===== config.mk =====
export PLATFORM = sky130hd
export DESIGN_NAME = legv8_multicycle_ctrl
export DESIGN_NICKNAME = d
export VERILOG_FILES = /design/src/rtl/legv8_multicycle_ctrl.sv
export SDC_FILE = /design/constraint.sdc
export NUM_CORES = 1
export LEC_CHECK = 0
export CAP_MARGIN = 20
export CORE_UTILIZATION = 45
export DETAILED_ROUTE_END_ITERATION = 16
export PLACE_DENSITY = 0.8
export SLEW_MARGIN = 5
export SYNTH_ARGS = -nofsm -noshare
export SYNTH_HDL_FRONTEND = slang
export SYNTH_SLANG_ARGS = --single-unit

===== constraint.sdc =====
create_clock -name clk -period 2 [get_ports clk]
set_clock_uncertainty 0.2 [all_clocks]
set_input_delay 0.3 -clock clk [delete_from_list [all_inputs] [get_ports clk]]
set_output_delay 0.3 -clock clk [all_outputs]
set_load 0.02 [all_outputs]

===== src/rtl/legv8_multicycle_ctrl.sv =====
// Multicycle LEGv8 control FSM: handshaked instruction intake, decode, execute, memory wait, branch and writeback.
// Optional retire counter output enabled by defining CTRL_RETIRE_COUNT_EN.
module legv8_multicycle_ctrl #(
  parameter int REG_AW      = 5,
  parameter int IMM_W       = 7,
  parameter int INSTR_W     = 10 + 3*REG_AW + IMM_W,
  parameter int MEM_TIMEOUT = 15
) (
  input  logic               clk,
  input  logic               reset,
  input  logic               instr_valid,
  output logic               instr_ready,
  input  logic [INSTR_W-1:0] instruction,
  input  logic               mem_ready,
  input  logic               alu_zero,
  output logic               mem_write_dm,
  output logic               mem_read_dm,
  output logic               branch,
  output logic               reg_write_rf,
  output logic               mux2,
  output logic               mux3,
  output logic [REG_AW-1:0]  read_reg_1,
  output logic [REG_AW-1:0]  read_reg_2,
  output logic [REG_AW-1:0]  write_reg,
  output logic [IMM_W-1:0]   sign_extension_bits,
  output logic [2:0]         alu_op,
  output logic               busy,
  output logic               illegal_op,
  output logic               mem_err,
  output logic               halted
`ifdef CTRL_RETIRE_COUNT_EN
  ,
  output logic [31:0]        retire_count
`endif
);

  if (INSTR_W != 10 + 3*REG_AW + IMM_W) begin : g_bad_instr_w
    $error("INSTR_W must equal 10 + 3*REG_AW + IMM_W");
  end
  if (MEM_TIMEOUT < 1 || MEM_TIMEOUT > 255) begin : g_bad_timeout
    $error("MEM_TIMEOUT must be in 1..255");
  end

  localparam int IMM_LO = 2*REG_AW;
  localparam int RN_LO  = 2*REG_AW + IMM_W;

  localparam logic [9:0] OP_ADD  = 10'h228;
  localparam logic [9:0] OP_SUB  = 10'h32C;
  localparam logic [9:0] OP_DIV  = 10'h01F;
  localparam logic [9:0] OP_MUL  = 10'h3E0;
  localparam logic [9:0] OP_LDI  = 10'h2AA;
  localparam logic [9:0] OP_STUR = 10'h3D8;
  localparam logic [9:0] OP_LDUR = 10'h3DA;
  localparam logic [9:0] OP_CBZ  = 10'h2D0;
  localparam logic [9:0] OP_HALT = 10'h354;

  typedef enum logic [2:0] {
    S_IDLE, S_DECODE, S_EXEC, S_MEM, S_BR, S_WB, S_HALT
  } state_t;

  state_t             state;
  logic [INSTR_W-1:0] instr_q;
  logic [7:0]         wait_cnt;

  logic [9:0]        op_q;
  logic [REG_AW-1:0] f_rd, f_rm, f_rn;
  logic [IMM_W-1:0]  f_imm;

  assign op_q  = instr_q[INSTR_W-1 -: 10];
  assign f_rd  = instr_q[REG_AW-1:0];
  assign f_rm  = instr_q[2*REG_AW-1:REG_AW];
  assign f_imm = instr_q[RN_LO-1:IMM_LO];
  assign f_rn  = instr_q[RN_LO+REG_AW-1:RN_LO];

  // Outputs are updated on the edge that enters a state, so they line up with that state's cycle;
  // the pulse outputs default low every cycle.
  always_ff @(posedge clk) begin
    if (reset) begin
      state               <= S_IDLE;
      instr_q             <= '0;
      wait_cnt            <= '0;
      instr_ready         <= 1'b0;
      mem_write_dm        <= 1'b0;
      mem_read_dm         <= 1'b0;
      branch              <= 1'b0;
      reg_write_rf        <= 1'b0;
      mux2                <= 1'b0;
      mux3                <= 1'b0;
      read_reg_1          <= '0;
      read_reg_2          <= '0;
      write_reg           <= '0;
      sign_extension_bits <= '0;
      alu_op              <= 3'b101;
      busy                <= 1'b0;
      illegal_op          <= 1'b0;
      mem_err             <= 1'b0;
      halted              <= 1'b0;
    end else begin
      illegal_op   <= 1'b0;
      mem_err      <= 1'b0;
      branch       <= 1'b0;
      reg_write_rf <= 1'b0;
      case (state)
        S_IDLE: begin
          instr_ready <= 1'b1;
          busy        <= 1'b0;
          if (instr_valid && instr_ready && instruction != '0) begin
            instr_q     <= instruction;
            state       <= S_DECODE;
            instr_ready <= 1'b0;
            busy        <= 1'b1;
          end
        end
        S_DECODE: begin
          read_reg_1          <= f_rn;
          read_reg_2          <= f_rm;
          write_reg           <= f_rd;
          sign_extension_bits <= f_imm;
          mux2                <= 1'b0;
          wait_cnt            <= '0;
          case (op_q)
            OP_ADD:  begin alu_op <= 3'b010; mux3 <= 1'b1; state <= S_EXEC; end
            OP_SUB:  begin alu_op <= 3'b001; mux3 <= 1'b1; state <= S_EXEC; end
            OP_DIV:  begin alu_op <= 3'b011; mux3 <= 1'b1; state <= S_EXEC; end
            OP_MUL:  begin alu_op <= 3'b100; mux3 <= 1'b1; state <= S_EXEC; end
            OP_LDI: begin
              alu_op     <= 3'b010;
              mux3       <= 1'b0;
              read_reg_1 <= '0;
              state      <= S_EXEC;
            end
            OP_STUR, OP_LDUR: begin
              alu_op       <= 3'b010;
              mux3         <= 1'b0;
              mem_read_dm  <= (op_q == OP_LDUR);
              mem_write_dm <= (op_q == OP_STUR);
              state        <= S_MEM;
            end
            OP_CBZ:  begin alu_op <= 3'b101; mux3 <= 1'b1; state <= S_BR; end
            OP_HALT: begin halted <= 1'b1; state <= S_HALT; end
            default: begin
              illegal_op  <= 1'b1;
              instr_ready <= 1'b1;
              busy        <= 1'b0;
              state       <= S_IDLE;
            end
          endcase
        end
        S_EXEC: begin
          reg_write_rf <= (write_reg != '0);
          state        <= S_WB;
        end
        S_MEM: begin
          if (mem_ready || wait_cnt == 8'(MEM_TIMEOUT - 1)) begin
            mem_read_dm  <= 1'b0;
            mem_write_dm <= 1'b0;
          end
          if (mem_ready && op_q == OP_LDUR) begin
            mux2         <= 1'b1;
            reg_write_rf <= (write_reg != '0);
            state        <= S_WB;
          end else if (mem_ready || wait_cnt == 8'(MEM_TIMEOUT - 1)) begin
            mem_err     <= !mem_ready;
            instr_ready <= 1'b1;
            busy        <= 1'b0;
            state       <= S_IDLE;
          end else begin
            wait_cnt <= wait_cnt + 8'd1;
          end
        end
        S_BR, S_WB: begin
          branch      <= (state == S_BR) && alu_zero;
          instr_ready <= 1'b1;
          busy        <= 1'b0;
          state       <= S_IDLE;
        end
        S_HALT: begin
          instr_ready <= 1'b0;
        end
        default: state <= S_IDLE;
      endcase
    end
  end

`ifdef CTRL_RETIRE_COUNT_EN
  logic retire_now;
  assign retire_now = (state == S_WB) || (state == S_BR) ||
                      (state == S_MEM && mem_ready && op_q == OP_STUR);

  always_ff @(posedge clk) begin
    if (reset) retire_count <= '0;
    else if (retire_now) retire_count <= retire_count + 32'd1;
  end
`endif

endmodule

==> flow_summary_export.csv, run 1 <==
group,metric,value,unit
status,outcome,"complete, but fails checks",
status,violations,"negative setup slack",
clock_tree,cts_buffers,9,
cells_and_area,layout_common_cells,"dfxtp_1, buf_4, nand2_1, nor2_1, clkdlybuf4s50_1",
logic_synthesis,yosysTopAreaCellShare,47.3,%
cells_and_area,largest_reg_flops,32,
sta,rsz0062_at_grt,"true",
clock_tree,path_clk_slew,80,ps
logic_synthesis,ys_async_sr_fraction,0,%
place,port_buffers,72,
sta,worst_slack,-46.6,ps
floorplan,num_rows,31,
cells_and_area,diodes,0,
critical_path,worstPathMaxFanout,6,
drt,ant_nets,0,
sta,fmax,489,MHz
place,dp_hpwl,6.18,mm
logic_synthesis,syn_area,0.00334,mm2
global_routing,grt.total_usage,25.4,%
global_routing,grt_pass1_wl,15.0,mm
drt,drt_iter0_markers,200,
clock_tree,cts_buffer_depth,2,
power_and_ir_drop,powerDensity,670,mW/mm2
place,placed_cell_area,0.00454,mm2
critical_path,end_kind,"register",
drt,vias_per_cell,5.49,
logic_synthesis,ys_warn_count,0,
drt,drtPass1Iterations,5,
floorplan,die_x,88.2,um
drt,drc_errors,0,
global_routing,grt_pass1_vias,3201,
clock_tree,htree_levels,3,
drt,drt_wl_total,9.92,mm
floorplan,fp.coreArea,0.00721,mm2
floorplan,dieHeight,88.2,um
global_routing,grt_max_degree,27,
logic_synthesis,synth-xor-area-share,1.31,%
critical_path,startpoint,"state[2]",
cells_and_area,final_net_count,540,
cells_and_area,area_growth,53.3,%
clock_tree,cts_tree,"yes",
cells_and_area,top_register,"instr_q",
logic_synthesis,seq_area_frac_synth,47.3,%
logic_synthesis,synth-edff-count,0,
sta,worstMarginPinSlew,393,ps
critical_path,reg2reg_from,"state[2]",
critical_path,critPathArrivalTime,2140,ps
logic_synthesis,syn_nets,413,
logic_synthesis,synth_area_per_cell,8.94,um2
floorplan,start_util,46.4,%
logic_synthesis,synth.distinct_cells,57,
hold_path,hp-class,"primary input to register",
logic_synthesis,synth_top_family_by_area,"simple AND/OR/NAND/NOR gates",
logic_synthesis,yosys.area_share.adder,0.748,%
cells_and_area,final_common_cell,"dfxtp_1",
cells_and_area,drive_above_1_share,26.7,%
floorplan,die-area,0.00778,mm2
place,post-place-ws,-604,ps
place,gp_congestion,0.822,
floorplan,ios,73,
drt,wire_per_inst,16.4,um
global_routing,overflow,0,
critical_path,crit_required,2090,ps
sta,tns,-102,ps
logic_synthesis,muxShareOfSynthArea,10.2,%
sta,slew-limit-headroom,73.8,%
sta,finalHoldViolCount,0,
logic_synthesis,ys_ff_latch,79,
logic_synthesis,synth_ff_type,"dfxtp_1",
cells_and_area,largestRegisters,"instr_q x32, wait_cnt x8, sign_extension_bits x7",
logic_synthesis,syn_inst,374,
global_routing,antenna_found_initial,0,
logic_synthesis,synth-compound-area-share,12.8,%
clock_tree,cts-root-buf,"clkbuf_8",
logic_synthesis,synth.area.top_cells,"dfxtp_1, mux2i_1, nor2_1",
sta,fin_crit,2050,ps
critical_path,cp-start-kind,"register",
logic_synthesis,synth.largest_area_cell,"dfxtp_1",
sta,setup_viol,6,
cells_and_area,finalNonFillerCells,605,
cells_and_area,post-route-util,71.1,%
sta,finalCritPeriodShare,102,%
drt,detailroute.via_count,3323,
sta,report.final.slew_viol_count,0,
place,dp.cells,577,
job,cap_violations,0,
cells_and_area,final_cell_area,0.00513,mm2
clock_tree,insertion_delay,360,ps
clock_tree,cts.sinks,79,
logic_synthesis,synthSimpleGateAreaFrac,24.3,%
power_and_ir_drop,peakVddDrop,0.395,mV
power_and_ir_drop,power_leakage,0.00216,uW
critical_path,path_class,"register to register",
hold_path,hp-start,"instruction[28]",
## Yosys cell counts (2+ instances only)
cell	instances
a21oi_1	33
a22o_1	5
a31oi_1	2
and3_1	2
and3b_1	2
and4b_1	2
buf_2	2
buf_4	3
clkbuf_1	15
dfxtp_1	79
ha_1	2
inv_1	5
mux2i_1	34
nand2_1	49
nand2b_1	5
nand3_1	3
nand4_1	6
nor2_1	51
nor2b_1	8
nor3_1	3
nor3b_1	2
nor4_1	10
o211ai_1	2
o21a_1	2
o21ai_0	9
or2_2	2
or3_1	2
or4_1	2
xor2_1	4
## worst max-delay path: stages, from the launching register on
cell      delay (ps)
dfxtp_1          380
nand3b_1         240
a311oi_2         360
or2_4            220
nand4_4           90
or3_1            350
a21oi_1          130
## metal layers
metal	vias up	routed length [um]	GRT usage, %
li1	1569	-	-
met1	1599	4200	31.1
met2	129	4970	43.7
met3	26	484	4.48
met4	0	272	11.4
met5	-	0	0
## path summary, 6_finish.rpt
| kind | to | cells past startpoint | slack [ps] |
|---|---|---|---|
| hold / removal | instr_q[28] | 3 | 10 |
| setup reg to reg | wait_cnt[5] | 6 | -50 |
| hold reg to reg | sign_extension_bits[3] | 2 | 260 |
| setup / recovery | wait_cnt[5] | 6 | -50 |
## report_power, final
group	leakage, uW	internal, uW	switching, uW
clock network	0.000117	743	604
registers	0.000644	1620	30.1
logic	0.00140	224	218
## area by class of cell
cell class              instances  area [um2]
well taps                      99         124
flip-flops and latches         79        1600
clock buffers                  10         138
fillers                       529        2090
multi-input cells             269        1900
clock inverters                 6        91.3
repair buffers                137        1260
inverters                       5        18.8
## timing repair
action	CTS	global route
buffers inserted	5	5
hold buffers	0	0
gates cloned	3	0
pin swaps	9	21
setup endpoints to repair	43	47
gates resized for setup	52	47
## per-stage QoR
stage / power, uW / hold slack, ps
final: 3430 / 13.3
after global routing: 3560 / 33.9
after CTS: 3410 / 89.8
after detailed placement: 2060 / 246
after global placement: 2050 / 237
after floorplan: 1860 / 177
## cells by family (layout without fill, tap and decap cells)
family          Yosys count  count (layout)
simple gates            161             161
compound gates           67              67
mux                      34              34
fa+ha+maj                 2               2
xor+xnor                  5               5
flops                    79              79
buf+inv                  26             158
Power figures use the tool's default switching activity.
==> run 2: changes to the inputs <==
--- a/config.mk
+++ b/config.mk
@@ -6,10 +6,12 @@
 export NUM_CORES = 1
 export LEC_CHECK = 0
 export CAP_MARGIN = 20
+export CORE_ASPECT_RATIO = 0.7
+export CORE_MARGIN = 5
 export CORE_UTILIZATION = 45
 export DETAILED_ROUTE_END_ITERATION = 16
 export PLACE_DENSITY = 0.8
-export SLEW_MARGIN = 5
+export SLEW_MARGIN = 20
 export SYNTH_ARGS = -nofsm -noshare
 export SYNTH_HDL_FRONTEND = slang
 export SYNTH_SLANG_ARGS = --single-unit
==> run 2 against run 1 <==
The flow still finishes with violations (negative setup slack). Non-clock buffer count down 1. Hold slack about the same. Critical path depth up 2. Final area up 0.46%. Routed wire length up 1.4%. Fmax down 3.4%. Critical path type unchanged. Critical endpoint unchanged.
==> flow_summary_export.csv, run 2 (synthesized netlist as in run 1, its figures left out) <==
group,metric,value,unit
drt,drt_iter0_markers,157,
critical_path,startpoint,"wait_cnt[0]",
status,violations,"negative setup slack",
cells_and_area,largest_reg_flops,32,
sta,setup_viol,8,
cells_and_area,drive_above_1_share,28.7,%
place,gp_congestion,0.868,
sta,report.final.slew_viol_count,0,
cells_and_area,area_growth,54.0,%
drt,drc_errors,0,
floorplan,num_rows,26,
clock_tree,cts_buffers,9,
sta,finalCritPeriodShare,106,%
floorplan,dieHeight,82.1,um
clock_tree,htree_levels,3,
cells_and_area,final_cell_area,0.00515,mm2
sta,worstMarginPinSlew,651,ps
cells_and_area,multi_input_area,0.00196,mm2
cells_and_area,post-route-util,71.0,%
global_routing,grt_pass1_wl,15.7,mm
cells_and_area,diodes,0,
hold_path,hp-class,"primary input to register",
floorplan,start_util,46.1,%
clock_tree,insertion_delay,350,ps
sta,tns,-419,ps
critical_path,critPathArrivalTime,2190,ps
floorplan,fp.coreArea,0.00725,mm2
clock_tree,cts.sinks,79,
sta,worst_slack,-118,ps
drt,wire_per_inst,16.7,um
critical_path,path_class,"register to register",
floorplan,die_x,113,um
critical_path,worstPathMaxFanout,4,
critical_path,crit_required,2080,ps
job,cap_violations,0,
drt,drt_wl_total,10.1,mm
cells_and_area,nFillCells,495,
critical_path,reg2reg_from,"wait_cnt[0]",
clock_tree,cts-root-buf,"clkbuf_8",
power_and_ir_drop,power_leakage,0.00213,uW
floorplan,ios,73,
place,port_buffers,72,
cells_and_area,largestRegisters,"instr_q x32, wait_cnt x8, sign_extension_bits x7",
drt,detailroute.via_count,3322,
sta,slew-limit-headroom,56.2,%
place,placed_cell_area,0.00455,mm2
clock_tree,path_clk_slew,80,ps
global_routing,grt_pass1_vias,3263,
cells_and_area,final_common_cell,"dfxtp_1",
cells_and_area,final_net_count,539,
sta,rsz0062_at_grt,"true",
clock_tree,cts_buffer_depth,2,
sta,fmax,472,MHz
drt,drtPass1Iterations,4,
power_and_ir_drop,peakVddDrop,0.629,mV
clock_tree,cts_tree,"yes",
cells_and_area,finalNonFillerCells,603,
drt,ant_nets,0,
power_and_ir_drop,powerDensity,666,mW/mm2
place,dp.cells,576,
cells_and_area,seqCellArea,0.00160,mm2
global_routing,overflow,0,
critical_path,end_kind,"register",
hold_path,hp-start,"instruction[28]",
global_routing,grt.total_usage,21.1,%
place,post-place-ws,-704,ps
place,dp_hpwl,6.60,mm
global_routing,grt_max_degree,31,
sta,finalHoldViolCount,0,
drt,vias_per_cell,5.51,
cells_and_area,layout_common_cells,"dfxtp_1, buf_4, nand2_1, nor2_1, clkdlybuf4s50_1",
floorplan,die-area,0.00928,mm2
status,outcome,"complete, but fails checks",
cells_and_area,top_register,"instr_q",
critical_path,cp-start-kind,"register",
sta,fin_crit,2120,ps
global_routing,antenna_found_initial,0,
run 2: metrics by stage:
| stage | power (uW) | hold WS, ps |
|---|---|---|
| final | 3430 | 13.2 |
| after CTS | 3430 | 113 |
| after detailed placement | 2070 | 244 |
| after floorplan | 1860 | 177 |
| after global placement | 2050 | 239 |
| after global routing | 3540 | 15.6 |
run 2: worst paths after layout:
check                                      to  slack [ps]  depth (start not counted)
worst min register to register  read_reg_2[0]         260                          2
worst min-delay path              instr_q[28]          10                          3
worst max-delay path              wait_cnt[5]        -120                          8
worst max register to register    wait_cnt[5]        -120                          8
run 2: layout make-up:
cell class | count | share of cell area [%]
Multi-Input combinational cell | 269 | 38.1
Sequential cell | 79 | 31.0
Timing Repair Buffer | 136 | 23.6
Clock buffer | 12 | 3.01
Tap cell | 98 | 2.38
Clock inverter | 4 | 1.51
Inverter | 5 | 0.364
run 2: report_power, final:
part / internal [uW] / switching, uW
clock: 776 / 572
combinational: 214 / 217
sequential: 1620 / 33.3
run 2: repair_timing:
item                       in CTS  in global routing
hold buffers                    0                  0
gates resized for setup        72                 59
gates cloned                    2                  0
pin swaps                      16                 31
setup endpoints to repair      41                 54
setup buffers                   7                  5
hold endpoints to repair        0                  0
run 2: metal layers:
metal / GRT usage [%] / share of wire (%)
met1: 26.2 / 43
met2: 35.8 / 48
met3: 5.97 / 6.8
met4: 7.08 / 2.0
met5: 0 / 0
run 2: critical path, cell delays in order, from the launching register on:
cell and delay (ps):
dfxtp_2 340, inv_2 50, ha_4 150, nor4b_4 140
a311oi_2 370, or2_4 220, nand4_4 90, or3_1 370
a21oi_1 130
==> run 3: changes to the inputs <==
--- a/config.mk
+++ b/config.mk
@@ -5,8 +5,7 @@
 export SDC_FILE = /design/constraint.sdc
 export NUM_CORES = 1
 export LEC_CHECK = 0
-export CAP_MARGIN = 20
-export CORE_ASPECT_RATIO = 0.7
+export CORE_ASPECT_RATIO = 0.8
 export CORE_MARGIN = 5
 export CORE_UTILIZATION = 45
 export DETAILED_ROUTE_END_ITERATION = 16
==> run 3 against run 2 <==
The flow still finishes with violations (negative setup slack). Hold slack better by 9.5 ps. Die area down 0.18%. Critical path depth unchanged. Core utilization down 0.59 points. Combinational power up 10%. Final area about the same. Setup slack better by 100 ps. Total power down 5.4%. Cell count up 0.83%. Non-clock buffer count up 13.
==> flow_summary_export.csv, run 3 (synthesized netlist as in run 1, its figures left out) <==
group,metric,value,unit
place,dp_hpwl,6.81,mm
cells_and_area,largest_reg_flops,32,
floorplan,fp.coreArea,0.00732,mm2
cells_and_area,final_net_count,552,
global_routing,antenna_found_initial,0,
critical_path,path_class,"register to register",
power_and_ir_drop,peakVddDrop,0.397,mV
power_and_ir_drop,power_leakage,0.00219,uW
cells_and_area,layout_common_cells,"dfxtp_1, buf_4, nor2_1",
critical_path,rrSetupSlack,-20,ps
sta,worstMarginPinSlew,438,ps
place,post-place-ws,-753,ps
clock_tree,cts_buffer_depth,2,
drt,vias_per_cell,5.63,
hold_path,min_to,"instr_q[10]",
floorplan,dieHeight,87.1,um
floorplan,die-area,0.00927,mm2
drt,ant_nets,0,
sta,rsz0062_at_grt,"true",
critical_path,reg2reg_from,"instr_q[28]",
clock_tree,cts.sinks,79,
clock_tree,cts_tree,"yes",
cells_and_area,final_common_cell,"dfxtp_1",
floorplan,num_rows,28,
critical_path,crit_path_frequent_cell,"buf_4",
drt,detailroute.via_count,3421,
drt,wire_per_inst,17.7,um
critical_path,critPathArrivalTime,2100,ps
critical_path,critPathTopFamily,"simple AND/OR/NAND/NOR gates",
sta,fin_crit,2020,ps
clock_tree,cts_buffers,9,
clock_tree,htree_levels,3,
power_and_ir_drop,powerDensity,629,mW/mm2
status,outcome,"complete, but fails checks",
global_routing,grt_pass1_wl,16.6,mm
global_routing,overflow,0,
drt,drt_wl_total,10.8,mm
critical_path,path_cells,"and4bb_1 -> nor2b_2 -> nand2_2 -> buf_4 -> nand2b_1 -> buf_4 -> o31a_1 -> a221oi_2",
clock_tree,cts-root-buf,"clkbuf_8",
drt,drtPass1Iterations,5,
floorplan,die_x,106,um
global_routing,grt_pass1_vias,3586,
job,cap_violations,0,
floorplan,start_util,45.7,%
cells_and_area,finalNonFillerCells,608,
place,dp.cells,577,
cells_and_area,area_growth,54.1,%
clock_tree,path_clk_slew,90,ps
critical_path,slowest_delay,370,ps
cells_and_area,largestRegisters,"instr_q x32, wait_cnt x8, sign_extension_bits x7",
sta,worst_slack,-16.6,ps
sta,report.final.slew_viol_count,0,
sta,finalCritPeriodShare,101,%
sta,fmax,496,MHz
sta,slew-limit-headroom,70.7,%
drt,drc_errors,0,
place,gp_congestion,0.837,
critical_path,r2r_end,"busy",
global_routing,grt.total_usage,22.8,%
clock_tree,insertion_delay,360,ps
floorplan,ios,73,
cells_and_area,top_register,"instr_q",
sta,setup_viol,2,
drt,drt_iter0_markers,190,
status,violations,"negative setup slack",
global_routing,grt_max_degree,26,
critical_path,reg2regPathDepth,8,
critical_path,end_kind,"register",
hold_path,worstHoldPathCells,3,
critical_path,cp-start-kind,"register",
cells_and_area,drive_above_1_share,31.7,%
critical_path,worstPathMaxFanout,5,
critical_path,cp_num_buf_inv,2,
place,port_buffers,72,
critical_path,crit_required,2090,ps
critical_path,cp_slowest_cell,"dfxtp_4",
cells_and_area,diodes,0,
sta,finalHoldViolCount,0,
power_and_ir_drop,power,3240,uW
hold_path,hp-start,"instruction[10]",
hold_path,hp-class,"primary input to register",
cells_and_area,post-route-util,70.4,%
-- run 3: metrics by stage --
| stage | instance area (um2) | TNS [ps] | hold WS, ps |
|---|---|---|---|
| 4_1_cts | 5030 | -9.29 | 93.7 |
| 5_1_grt | 5150 | -995 | 14.8 |
| 3_3_place_gp | 4570 | -21820 | 237 |
| 6_report | 5150 | -23.4 | 22.7 |
| 3_5_place_dp | 4570 | -23860 | 250 |
| 2_1_floorplan | 3370 | -215 | 177 |
-- run 3: repair_timing --
action                                  in CTS  in global routing
gates cloned                                 4                  0
endpoints found under the setup margin      46                 51
pin swaps                                   11                 27
hold buffers                                 0                  1
gates resized for setup                     71                 85
hold endpoints to repair                     0                  1
setup buffers                                9                  3
-- run 3: worst max-delay path by stage --
| stage | from | cells past startpoint | end | slack (ps) |
|---|---|---|---|---|
| 2_1_floorplan | wait_cnt[0] | 8 | wait_cnt[5] | -110 |
| 3_3_place_gp | instruction[23] | 9 | instr_q[14] | -690 |
| 3_5_place_dp | instruction[23] | 9 | instr_q[9] | -750 |
| 4_1_cts | instr_q[24] | 6 | alu_op[0] | -9 |
| 5_1_grt | wait_cnt[0] | 9 | wait_cnt[4] | -110 |
| 6_report | instr_q[28] | 8 | busy | -20 |
-- run 3: worst reg2reg max path, stage by stage, from the launching register on --
cell	delay (ps)
dfxtp_4	370
and4bb_1	250
nor2b_2	190
nand2_2	90
buf_4	110
nand2b_1	70
buf_4	160
o31a_1	240
a221oi_2	250
-- run 3: area by class of cell --
cell class | instances | area, um2
flip-flops and latches | 79 | 1600
multi-input cells | 269 | 1920
repair buffers | 149 | 1330
well taps | 90 | 113
fillers | 493 | 2170
clock buffers | 10 | 128
inverters | 5 | 18.8
clock inverters | 6 | 53.8
-- run 3: metal layers --
| metal | global-route usage, % | vias up | routed length [um] |
|---|---|---|---|
| li1 | - | 1596 | - |
| met1 | 25.7 | 1662 | 4460 |
| met2 | 39.5 | 135 | 5330 |
| met3 | 6.97 | 28 | 708 |
| met4 | 10.8 | 0 | 281 |
| met5 | 0 | - | 0 |
-- run 3: report_power, final --
group / switching (uW) / total, uW / leakage (uW) / internal (uW)
sequential: 34.7 / 1650 / 0.000645 / 1620
clock: 644 / 1120 / 0.0000894 / 472
combinational: 234 / 475 / 0.00146 / 241
